### config.mk
export PLATFORM = sky130hd
export DESIGN_NAME = map_tile_arbiter
export DESIGN_NICKNAME = d
export VERILOG_FILES = /design/src/rtl/map_pkg.sv /design/src/rtl/map_addr_calc.sv /design/src/rtl/map_tile_arbiter.sv
export SDC_FILE = /design/constraint.sdc
export NUM_CORES = 1
export LEC_CHECK = 0
export CORE_ASPECT_RATIO = 1.75
export CORE_UTILIZATION = 45
export DETAILED_ROUTE_END_ITERATION = 7
export PLACE_DENSITY_LB_ADDON = 0.15
export SLEW_MARGIN = 25
export SYNTH_ARGS = -nofsm -noshare
export SYNTH_HDL_FRONTEND = slang
export SYNTH_HIERARCHICAL = 1
export SYNTH_SLANG_ARGS = --single-unit
### constraint.sdc
create_clock -name clk -period 3.3 [get_ports clk]
set_clock_uncertainty 0.2 [all_clocks]
set_input_delay 0.66 -clock clk [delete_from_list [all_inputs] [get_ports clk]]
set_output_delay 0.66 -clock clk [all_outputs]
set_load 0.05 [all_outputs]
### src/rtl/map_pkg.sv
// Shared constants and types for the maze tile-map arbiter.
// Map geometry is 80 x 60 tiles, one 4-bit code per tile, stored row-major.
package map_pkg;

    localparam int MAP_W  = 80;
    localparam int MAP_H  = 60;
    localparam int ADDR_W = 13;
    localparam int TX_W   = 7;
    localparam int TY_W   = 6;
    localparam int CODE_W = 4;

    // Codes 0000..0111 are wall shapes; the upper half holds the walkable tiles.
    localparam logic [CODE_W-1:0] TILE_WALL_MAX = 4'b0111;
    localparam logic [CODE_W-1:0] TILE_BLANK    = 4'b1000;
    localparam logic [CODE_W-1:0] TILE_CANDY    = 4'b1001;
    localparam logic [CODE_W-1:0] TILE_POWER    = 4'b1010;

    // The fourth encoding is decoded as a plain read.
    typedef enum logic [1:0] {
        OP_READ     = 2'b00,
        OP_WRITE    = 2'b01,
        OP_EAT      = 2'b10,
        OP_READ_ALT = 2'b11
    } game_op_t;

    typedef enum logic [1:0] {
        ST_IDLE,
        ST_RDWAIT,
        ST_WB,
        ST_RESP
    } arb_state_t;

    // Tiles that an EAT consumes (replaced by a blank tile).
    function automatic logic is_edible(input logic [CODE_W-1:0] code);
        return (code == TILE_CANDY) || (code == TILE_POWER);
    endfunction

endpackage

### src/rtl/map_addr_calc.sv
// Tile coordinate to linear RAM address (ty * 80 + tx), with optional
// out-of-bounds detection. With CHECK_EN = 0 the oob output is constant 0.
module map_addr_calc
    import map_pkg::*;
#(
    parameter bit CHECK_EN = 1'b0
)
(
    input  logic [TX_W-1:0]   tx,
    input  logic [TY_W-1:0]   ty,
    output logic [ADDR_W-1:0] addr,
    output logic              oob
);

    // Largest input (63 * 80 + 127 = 5167) still fits in 13 bits, so no wrap.
    always_comb begin
        addr = ADDR_W'(ty) * ADDR_W'(MAP_W) + ADDR_W'(tx);
        oob  = CHECK_EN && ((tx >= TX_W'(MAP_W)) || (ty >= TY_W'(MAP_H)));
    end

endmodule

### src/rtl/map_tile_arbiter.sv
// Arbitrates a single-port tile-map RAM between the video renderer (fixed
// 2-cycle lookup, absolute priority) and the game logic (READ / WRITE / EAT
// transactions with a completion pulse).
// Optional feature: define MAP_ARB_BOUNDS_EN to reject out-of-map coordinates
// (no RAM access, blank tile returned, oob_err pulsed with the result).
module map_tile_arbiter
    import map_pkg::*;
(
    input  logic              clk,
    input  logic              rst_n,
    // renderer lookup port
    input  logic              render_req,
    input  logic [TX_W-1:0]   render_tx,
    input  logic [TY_W-1:0]   render_ty,
    output logic [CODE_W-1:0] render_code,
    output logic              render_code_valid,
    // game logic port
    input  logic              game_req,
    input  logic [1:0]        game_op,
    input  logic [TX_W-1:0]   game_tx,
    input  logic [TY_W-1:0]   game_ty,
    input  logic [CODE_W-1:0] game_wdata,
    output logic              game_gnt,
    output logic [CODE_W-1:0] game_rdata,
    // tile RAM (1-cycle read latency)
    output logic              ram_en,
    output logic              ram_we,
    output logic [ADDR_W-1:0] ram_addr,
    output logic [CODE_W-1:0] ram_wdata,
    input  logic [CODE_W-1:0] ram_rdata,
    // bounds error pulse
    output logic              oob_err
);

`ifdef MAP_ARB_BOUNDS_EN
    localparam bit BOUNDS_EN = 1'b1;
`else
    localparam bit BOUNDS_EN = 1'b0;
`endif

    logic [ADDR_W-1:0] render_addr;
    logic              render_oob;
    logic [ADDR_W-1:0] game_addr;
    logic              game_oob;

    map_addr_calc #(.CHECK_EN(BOUNDS_EN)) u_render_addr (
        .tx   (render_tx),
        .ty   (render_ty),
        .addr (render_addr),
        .oob  (render_oob)
    );

    map_addr_calc #(.CHECK_EN(BOUNDS_EN)) u_game_addr (
        .tx   (game_tx),
        .ty   (game_ty),
        .addr (game_addr),
        .oob  (game_oob)
    );

    // Game transaction state; fields are latched at accept time in IDLE.
    arb_state_t        state_q, state_d;
    game_op_t          op_q, op_d;
    logic [ADDR_W-1:0] addr_q, addr_d;
    logic              oob_q, oob_d;
    logic [CODE_W-1:0] hold_q, hold_d;

    // Render pipeline: owner flag (render issued last cycle), its oob flag,
    // then the result stage seen by the renderer.
    logic              owner_q, owner_d;
    logic              r_oob_q, r_oob_d;
    logic [CODE_W-1:0] r_code_q, r_code_d;
    logic              r_valid_q, r_valid_d;
    logic              r_err_q, r_err_d;

    // Game-side RAM request and handshake, decoded from the FSM.
    logic              g_en;
    logic              g_we;
    logic [ADDR_W-1:0] g_addr;
    logic [CODE_W-1:0] g_wdata;
    logic              gnt;

    // State registers for the game FSM and the render pipeline.
    // NOTE: sequential state uses non-blocking (<=) so every flop samples the
    // pre-edge value of its neighbours; blocking here would create ordering races.
    always_ff @(posedge clk or negedge rst_n) begin
        if (!rst_n) begin
            state_q   <= ST_IDLE;
            op_q      <= OP_READ;
            addr_q    <= '0;
            oob_q     <= 1'b0;
            hold_q    <= '0;
            owner_q   <= 1'b0;
            r_oob_q   <= 1'b0;
            r_code_q  <= '0;
            r_valid_q <= 1'b0;
            r_err_q   <= 1'b0;
        end else begin
            state_q   <= state_d;
            op_q      <= op_d;
            addr_q    <= addr_d;
            oob_q     <= oob_d;
            hold_q    <= hold_d;
            owner_q   <= owner_d;
            r_oob_q   <= r_oob_d;
            r_code_q  <= r_code_d;
            r_valid_q <= r_valid_d;
            r_err_q   <= r_err_d;
        end
    end

    // Game FSM: next state, latched fields and the game's RAM request.
    // NOTE: every signal gets a default at the top of an always_comb so that no
    // path leaves it unassigned, which would otherwise infer a latch.
    always_comb begin
        state_d = state_q;
        op_d    = op_q;
        addr_d  = addr_q;
        oob_d   = oob_q;
        hold_d  = hold_q;
        g_en    = 1'b0;
        g_we    = 1'b0;
        g_addr  = addr_q;
        g_wdata = TILE_BLANK;
        gnt     = 1'b0;

        unique case (state_q)
            ST_IDLE: begin
                // The renderer owns the RAM whenever it asks; the game waits.
                if (game_req && !render_req) begin
                    op_d   = game_op_t'(game_op);
                    addr_d = game_addr;
                    oob_d  = game_oob;
                    g_en   = !game_oob;
                    g_addr = game_addr;
                    if (game_op_t'(game_op) == OP_WRITE) begin
                        g_we    = 1'b1;
                        g_wdata = game_wdata;
                        hold_d  = game_oob ? TILE_BLANK : game_wdata;
                        state_d = ST_RESP;
                    end else begin
                        state_d = ST_RDWAIT;
                    end
                end
            end

            ST_RDWAIT: begin
                // Previous cycle was the game's read, so the owner flag is clear
                // and ram_rdata belongs to the game.
                if (!owner_q) begin
                    hold_d = oob_q ? TILE_BLANK : ram_rdata;
                end
                if (op_q == OP_EAT && !oob_q && is_edible(ram_rdata)) begin
                    state_d = ST_WB;
                end else begin
                    state_d = ST_RESP;
                end
            end

            ST_WB: begin
                // Clear the eaten tile once the renderer leaves the port free.
                if (!render_req) begin
                    g_en    = 1'b1;
                    g_we    = 1'b1;
                    g_wdata = TILE_BLANK;
                    state_d = ST_RESP;
                end
            end

            ST_RESP: begin
                gnt     = 1'b1;
                state_d = ST_IDLE;
            end

            default: state_d = ST_IDLE;
        endcase
    end

    // Render pipeline: issue in N, data returns in N+1, result visible in N+2.
    always_comb begin
        owner_d   = render_req;
        r_oob_d   = render_req && render_oob;
        r_valid_d = owner_q;
        r_err_d   = owner_q && r_oob_q;
        r_code_d  = r_code_q;
        if (owner_q) begin
            r_code_d = r_oob_q ? TILE_BLANK : ram_rdata;
        end
    end

    // RAM port mux: render first, then the game; all zero while in reset.
    always_comb begin
        ram_en    = 1'b0;
        ram_we    = 1'b0;
        ram_addr  = '0;
        ram_wdata = '0;
        if (rst_n) begin
            if (render_req) begin
                ram_en   = !render_oob;
                ram_addr = render_addr;
            end else if (g_en) begin
                ram_en    = 1'b1;
                ram_we    = g_we;
                ram_addr  = g_addr;
                ram_wdata = g_we ? g_wdata : '0;
            end
        end
    end

    // Output decode; everything derives from reset-cleared registers.
    always_comb begin
        render_code       = r_code_q;
        render_code_valid = r_valid_q;
        game_gnt          = gnt;
        game_rdata        = gnt ? hold_q : '0;
        oob_err           = r_err_q || (gnt && oob_q);
    end

endmodule

==> Word-level counts from Yosys, hierarchy flattened <==
Cells that the tools add are included.
{ "classes": {"eq_ne": 11, "addsub": 2, "n_mux": 35, "n_reduce_logical": 9, "mul": 2} }
{ "op_table": {"columns": ["cell", "count"], "rows": [
  ["13-bit 2-to-1 mux", 5],
  ["4-bit 2-to-1 mux", 11],
  ["13-bit by 7-bit adder with 13-bit output", 2],
  ["6-bit by 3-bit multiplier with 9-bit output (second input constant)", 2],
  ["1-bit 2-to-1 mux", 12],
  ["4-bit == test (second input constant)", 2],
  ["2-bit != test (second input constant)", 4],
  ["2-bit case mux with 4 select lines", 1],
  ["4-bit case mux with 2 select lines", 1],
  ["2-bit == test (second input constant)", 3],
  ["2-bit 2-to-1 mux", 3],
  ["2-bit by 1-bit == test with 1-bit output (second input constant)", 2],
  ["1-bit case mux with 2 select lines", 2],
  ["2-bit AND reduction", 2],
  ["4-bit AND reduction", 1],
  ["1-bit logical AND", 2],
  ["2-bit logical NOT", 1],
  ["2-bit nonzero test", 1],
  ["1-bit logical NOT", 1],
  ["1-bit logical OR", 1]
]} }
{ "word_totals": {"out_inout_bits": 30, "input_bits": 40, "register_bits": 27, "word_cells": 66} }

==> Logic depth before layout (Yosys ltp) <==
{ "logic_depth": {"word_depth": 8, "ltp_mapped": 9, "ltp_nobuf": 9} }

==> Hierarchy <==
The synthesis kept the hierarchy.
{ "modules_own_cells": {"columns": ["mod", "seq_area_each_um2", "instances", "area_per_inst_um2", "cells_each"], "rows": [
  ["map_tile_arbiter", 750.7, 1, 1724.2, 164],
  ["map_addr_calc at u_render_addr", 0.0, 1, 484.2, 53],
  ["map_addr_calc at u_game_addr", 0.0, 1, 404.1, 46]
]} }

==> Worst setup path after synthesis <==
Ideal clock, no wire load.
{ "synth_path": {"kind": "input to output", "startpoint": "in render_ty[1]", "endpoint": "out ram_addr[11]", "arrival_ns": 3.667, "slack_ns": -1.227, "cell_stages": 9, "required_time_ns": 2.440, "path_buffers": 0, "cell_sequence": "ha_1 ha_1 fa_1 and3_1 or3_1 nand2_1 xnor2_1 nor2_1 a211oi_1"} }
{ "synth_between": {"elab_chain_len": 4} }
{ "synth_rtl": {"columns": ["item", "line", "source"], "rows": [
  ["start, declared", "map_tile_arbiter.sv:14", "input logic [TY_W-1:0] render_ty,"],
  ["6-bit by 3-bit multiplier with 9-bit output", "map_addr_calc.sv:17", "addr = ADDR_W'(ty) * ADDR_W'(MAP_W) + ADDR_W'(tx);"],
  ["13-bit by 7-bit adder with 13-bit output", "map_addr_calc.sv:17", null],
  ["net render_addr[11]", "map_tile_arbiter.sv:41", "logic [ADDR_W-1:0] render_addr;"],
  ["13-bit 2-to-1 mux", "map_tile_arbiter.sv:197", "if (render_req) begin"],
  ["13-bit 2-to-1 mux", "map_tile_arbiter.sv:196", "if (rst_n) begin"],
  ["end, declared", "map_tile_arbiter.sv:28", "output logic [ADDR_W-1:0] ram_addr,"]
]} }
The timed path passes the listed nets, and every way through them passes these cells.

==> Worst setup path after layout <==
{ "layout_path": {"startpoint": "in game_ty[3]", "endpoint": "out ram_addr[12]"} }
{ "layout_between": {"elab_chain_len": 7} }
{ "layout_rtl": {"columns": ["item", "line", "source"], "rows": [
  ["start, declared", "map_tile_arbiter.sv:21", "input logic [TY_W-1:0] game_ty,"],
  ["6-bit by 3-bit multiplier with 9-bit output", "map_addr_calc.sv:17", null],
  ["13-bit by 7-bit adder with 13-bit output", "map_addr_calc.sv:17", null],
  ["net game_addr[12]", "map_tile_arbiter.sv:43", "logic [ADDR_W-1:0] game_addr;"],
  ["13-bit 2-to-1 mux", "map_tile_arbiter.sv:129", "if (game_req && !render_req) begin"],
  ["13-bit 2-to-1 mux", "map_tile_arbiter.sv:126", "unique case (state_q)"],
  ["13-bit 2-to-1 mux", "map_tile_arbiter.sv:200", "end else if (g_en) begin"],
  ["13-bit 2-to-1 mux", "map_tile_arbiter.sv:197", null],
  ["13-bit 2-to-1 mux", "map_tile_arbiter.sv:196", null]
]} }
The timed path passes the listed nets, and every way through them passes these cells.

==> reports/qor.yml <==
syn_inst: 263
crit_buf_inv: 2
rsz0062_at_grt: "true"
synth.avg_cell_area_um2: 9.933
path_depth: 11
routabilityCongestion: 0.8918
num_vias: 2264
crit_start: "game_ty[3]"
p_leak_nw: 1.931
final_cell_mix: "buf_4 (37), clkdlybuf4s50_1 (33), dfrtp_1 (30), inv_1 (22), buf_12 (20)"
finalHoldViolCount: 0
start_util_pct: 46.77
worstPathRequired_ns: 2.44
worstSetupEndpointType: "output port"
placed_cells: 425
crit_type: "in -> out"
vias_per_cell: 5.145
reg2reg_to: "addr_q[9]"
path_cells: "buf_8 -> ha_4 -> ha_4 -> fa_2 -> a21o_2 -> a21oi_2 -> xor2_1 -> o31ai_1 -> mux2_4 -> a32o_2 -> buf_6"
slowest_stage: "fa_2"
violations: "negative setup slack"
yosysSeqAreaShare_pct: 28.74
routed_wl_um: 6961
synth.yosys.warnings: 6
die_w_um: 59.60
num_rows: 36
cts_hold_buf: 0
grt_pass1_wl_um: 10850
grt_use_total_pct: 24.19
synth.net_count: 333
min_period_ns: 3.712
yosys.cell_types.count: 56
cts_buffer_depth: 2
slew_headroom_pct: 66.04
crit_fanout: 2
syn_to_final_growth_pct: 65.04
final_common_cell: "buf_4"
hpwlAfterDp_um: 5208
p_per_area_nw_per_um2: 558.1
drv_slew: 0
r2r_setup_slack_ns: 1.20
firstDrtPassIters: 4
fin_crit_sh_pct: 112.5
core_area_um2: 5585
pin_count: 70
worstReg2RegStart: "state_q[0]"
finalSetupViolations: 5
holdCritPathClass: "reg -> reg"
path_clk_slew_ns: 0.07
synth_area_um2: 2613
fin_nets: 433
clock_sinks: 30
first_global_vias: 2327
max_cap_viol_count: 0
gr-total-overflow: 0
worst_ir_drop_vdd_mv: 0.3309
start_kind: "input port"
die_h_um: 102.8
critPathMaxStageDelay_ns: 0.36
cts-root-buf: "clkbuf_8"
drive_gt1_share_pct: 43.68
fin_tns_setup_ns: -1.570
htree_levels: 2
r2r_cells: 7
cpMostUsedCell: "ha_4"
antenna_cells: 0
endpoint: "ram_addr[12]"
tightest_slew_ns: 0.5078
clock_latency_ns: 0.28
final_cells: 440
fmax_ghz: 0.2694
antenna_left: 0
setup_ws_ns: -0.4125
grt_max_degree: 32
portBuffers: 69
dieArea_um2: 6126
initialDrtViolationCount: 70
antenna_found_initial: 0
cts_made_buffers: 5
wire_per_inst_um: 15.82
outcome: "finished with violations"
drc: 0
cts_tree: "yes"
arrival_ns: 2.85
crit_family: "adder cells"
synth-seq-cells: 30
-- synthesized netlist by cell type, drive strengths merged --
| library cell | count | area share [%] |
|---|---|---|
| nand4 | 2 | 0.48 |
| o211ai | 1 | 0.48 |
| nor2 | 19 | 2.7 |
| and4bb | 1 | 0.62 |
| and3 | 5 | 1.2 |
| a21o | 6 | 1.8 |
| o311ai | 1 | 0.34 |
| and2 | 7 | 1.7 |
| nand2 | 5 | 0.72 |
| or2 | 3 | 0.72 |
| nand2b | 3 | 0.72 |
| a22o | 2 | 0.67 |
| xor2 | 8 | 3.0 |
| a32o | 1 | 0.38 |
| fa | 4 | 3.1 |
| ha | 26 | 12 |
| nand4b | 1 | 0.34 |
| nor4 | 2 | 1.3 |
| o21ai | 7 | 1.3 |
| o31ai | 1 | 0.29 |
| a21oi | 14 | 2.8 |
| and3b | 1 | 0.48 |
| dfrtp | 30 | 29 |
| a31o | 1 | 0.34 |
| or4b | 1 | 0.38 |
| o21a | 1 | 0.29 |
| mux2 | 8 | 4.2 |
| a211oi | 13 | 3.9 |
| nand3b | 6 | 2.3 |
| clkbuf | 3 | 0.43 |
| xnor2 | 8 | 2.7 |
| mux2i | 14 | 5.4 |
| inv | 23 | 3.3 |
| or3 | 1 | 0.24 |
| nor2b | 3 | 0.72 |
| and4b | 1 | 0.43 |
| a21boi | 2 | 0.57 |
| nor3 | 1 | 0.19 |
| nand3 | 9 | 2.1 |
| o211a | 1 | 0.67 |
| conb | 2 | 0.29 |
| buf | 15 | 5.2 |
-- worst min path at each step --
stage / from / endpoint / slack, ns / cells after the start
after CTS: op_q[0] / op_q[0] / 0.29 / 1
after detailed placement: op_q[0] / op_q[0] / 0.28 / 1
after global placement: op_q[1] / op_q[1] / 0.26 / 1
final: op_q[0] / op_q[0] / 0.30 / 1
after global routing: op_q[0] / op_q[0] / 0.32 / 1
after floorplan: owner_q / render_code_valid / 0.15 / 0
-- metrics by stage --
| stage | hold slack [ns] | total power (W) | util, % | worst slack, ns | instance area (µm²) |
|---|---|---|---|---|---|
| 2_1_floorplan | 0.1519 | 0.001480 | - | -0.3027 | 2775 |
| 5_1_grt | 0.3197 | 0.002547 | 77.20 | -0.4797 | 4312 |
| 3_5_place_dp | 0.2787 | 0.001943 | 69.44 | -0.8997 | 3879 |
| 3_3_place_gp | 0.2647 | 0.001903 | 69.44 | -0.8540 | 3879 |
| 6_report | 0.2964 | 0.002406 | 77.20 | -0.4125 | 4312 |
| 4_1_cts | 0.2932 | 0.002339 | 75.40 | -0.4537 | 4212 |
-- area by class of cell --
class                      count  area (µm²)
inverter                      23       86.33
sequential                    30       750.7
tap                           76       95.09
timing repair buffer         111        1204
fill                         398        1274
clock buffer                   6       82.58
multi-input combinational    192        2081
clock inverter                 2       12.51
-- per-layer routing --
metal / global-route usage, % / wire [µm] / vias up
li1: - / - / 1101
met1: 23.00 / 2482 / 1099
met2: 49.35 / 4091 / 56
met3: 4.015 / 262 / 8
met4: 8.408 / 125 / 0
met5: 0 / 0 / -
-- worst register-to-register path: stages, from the launching register on --
cell and delay (ns):
dfrtp_1 0.46, inv_1 0.14, ha_2 0.33, nand3b_4 0.20, buf_12 0.21, mux2i_2 0.26, buf_4 0.16, inv_1 0.03
-- flip-flops by register name (all words and copies together) (netlist names) --
signal,count
r_oob_q,1
state_q,2
owner_q,1
op_q,2
hold_q,4
render_code,4
oob_q,1
r_err_q,1
render_code_valid,1
addr_q,13
-- cells by family after synthesis --
kind of cell,synth area share [%]
muxes,9.530
DFF,28.74
adders and majority gates,15.52
and+or+nand+nor,17.39
AOI/OAI and AO/OA,13.94
buffers and inverters,8.956
xor gates and xnor gates,5.652
other,0.2875
-- power by group --
| group | total, W | internal, W | switching (W) |
|---|---|---|---|
| Sequential | 0.000590 | 0.000507 | 0.0000829 |
| Combinational | 0.00151 | 0.000724 | 0.000783 |
| Clock | 0.000309 | 0.000167 | 0.000142 |
-- repair_timing --
action | 4_1_cts | 5_1_grt
setup buffers | 5 | 2
endpoints found under the setup margin | 8 | 13
pin swaps | 34 | 13
resized for setup | 86 | 15
No activity file was read; power rests on OpenSTA's default activity.
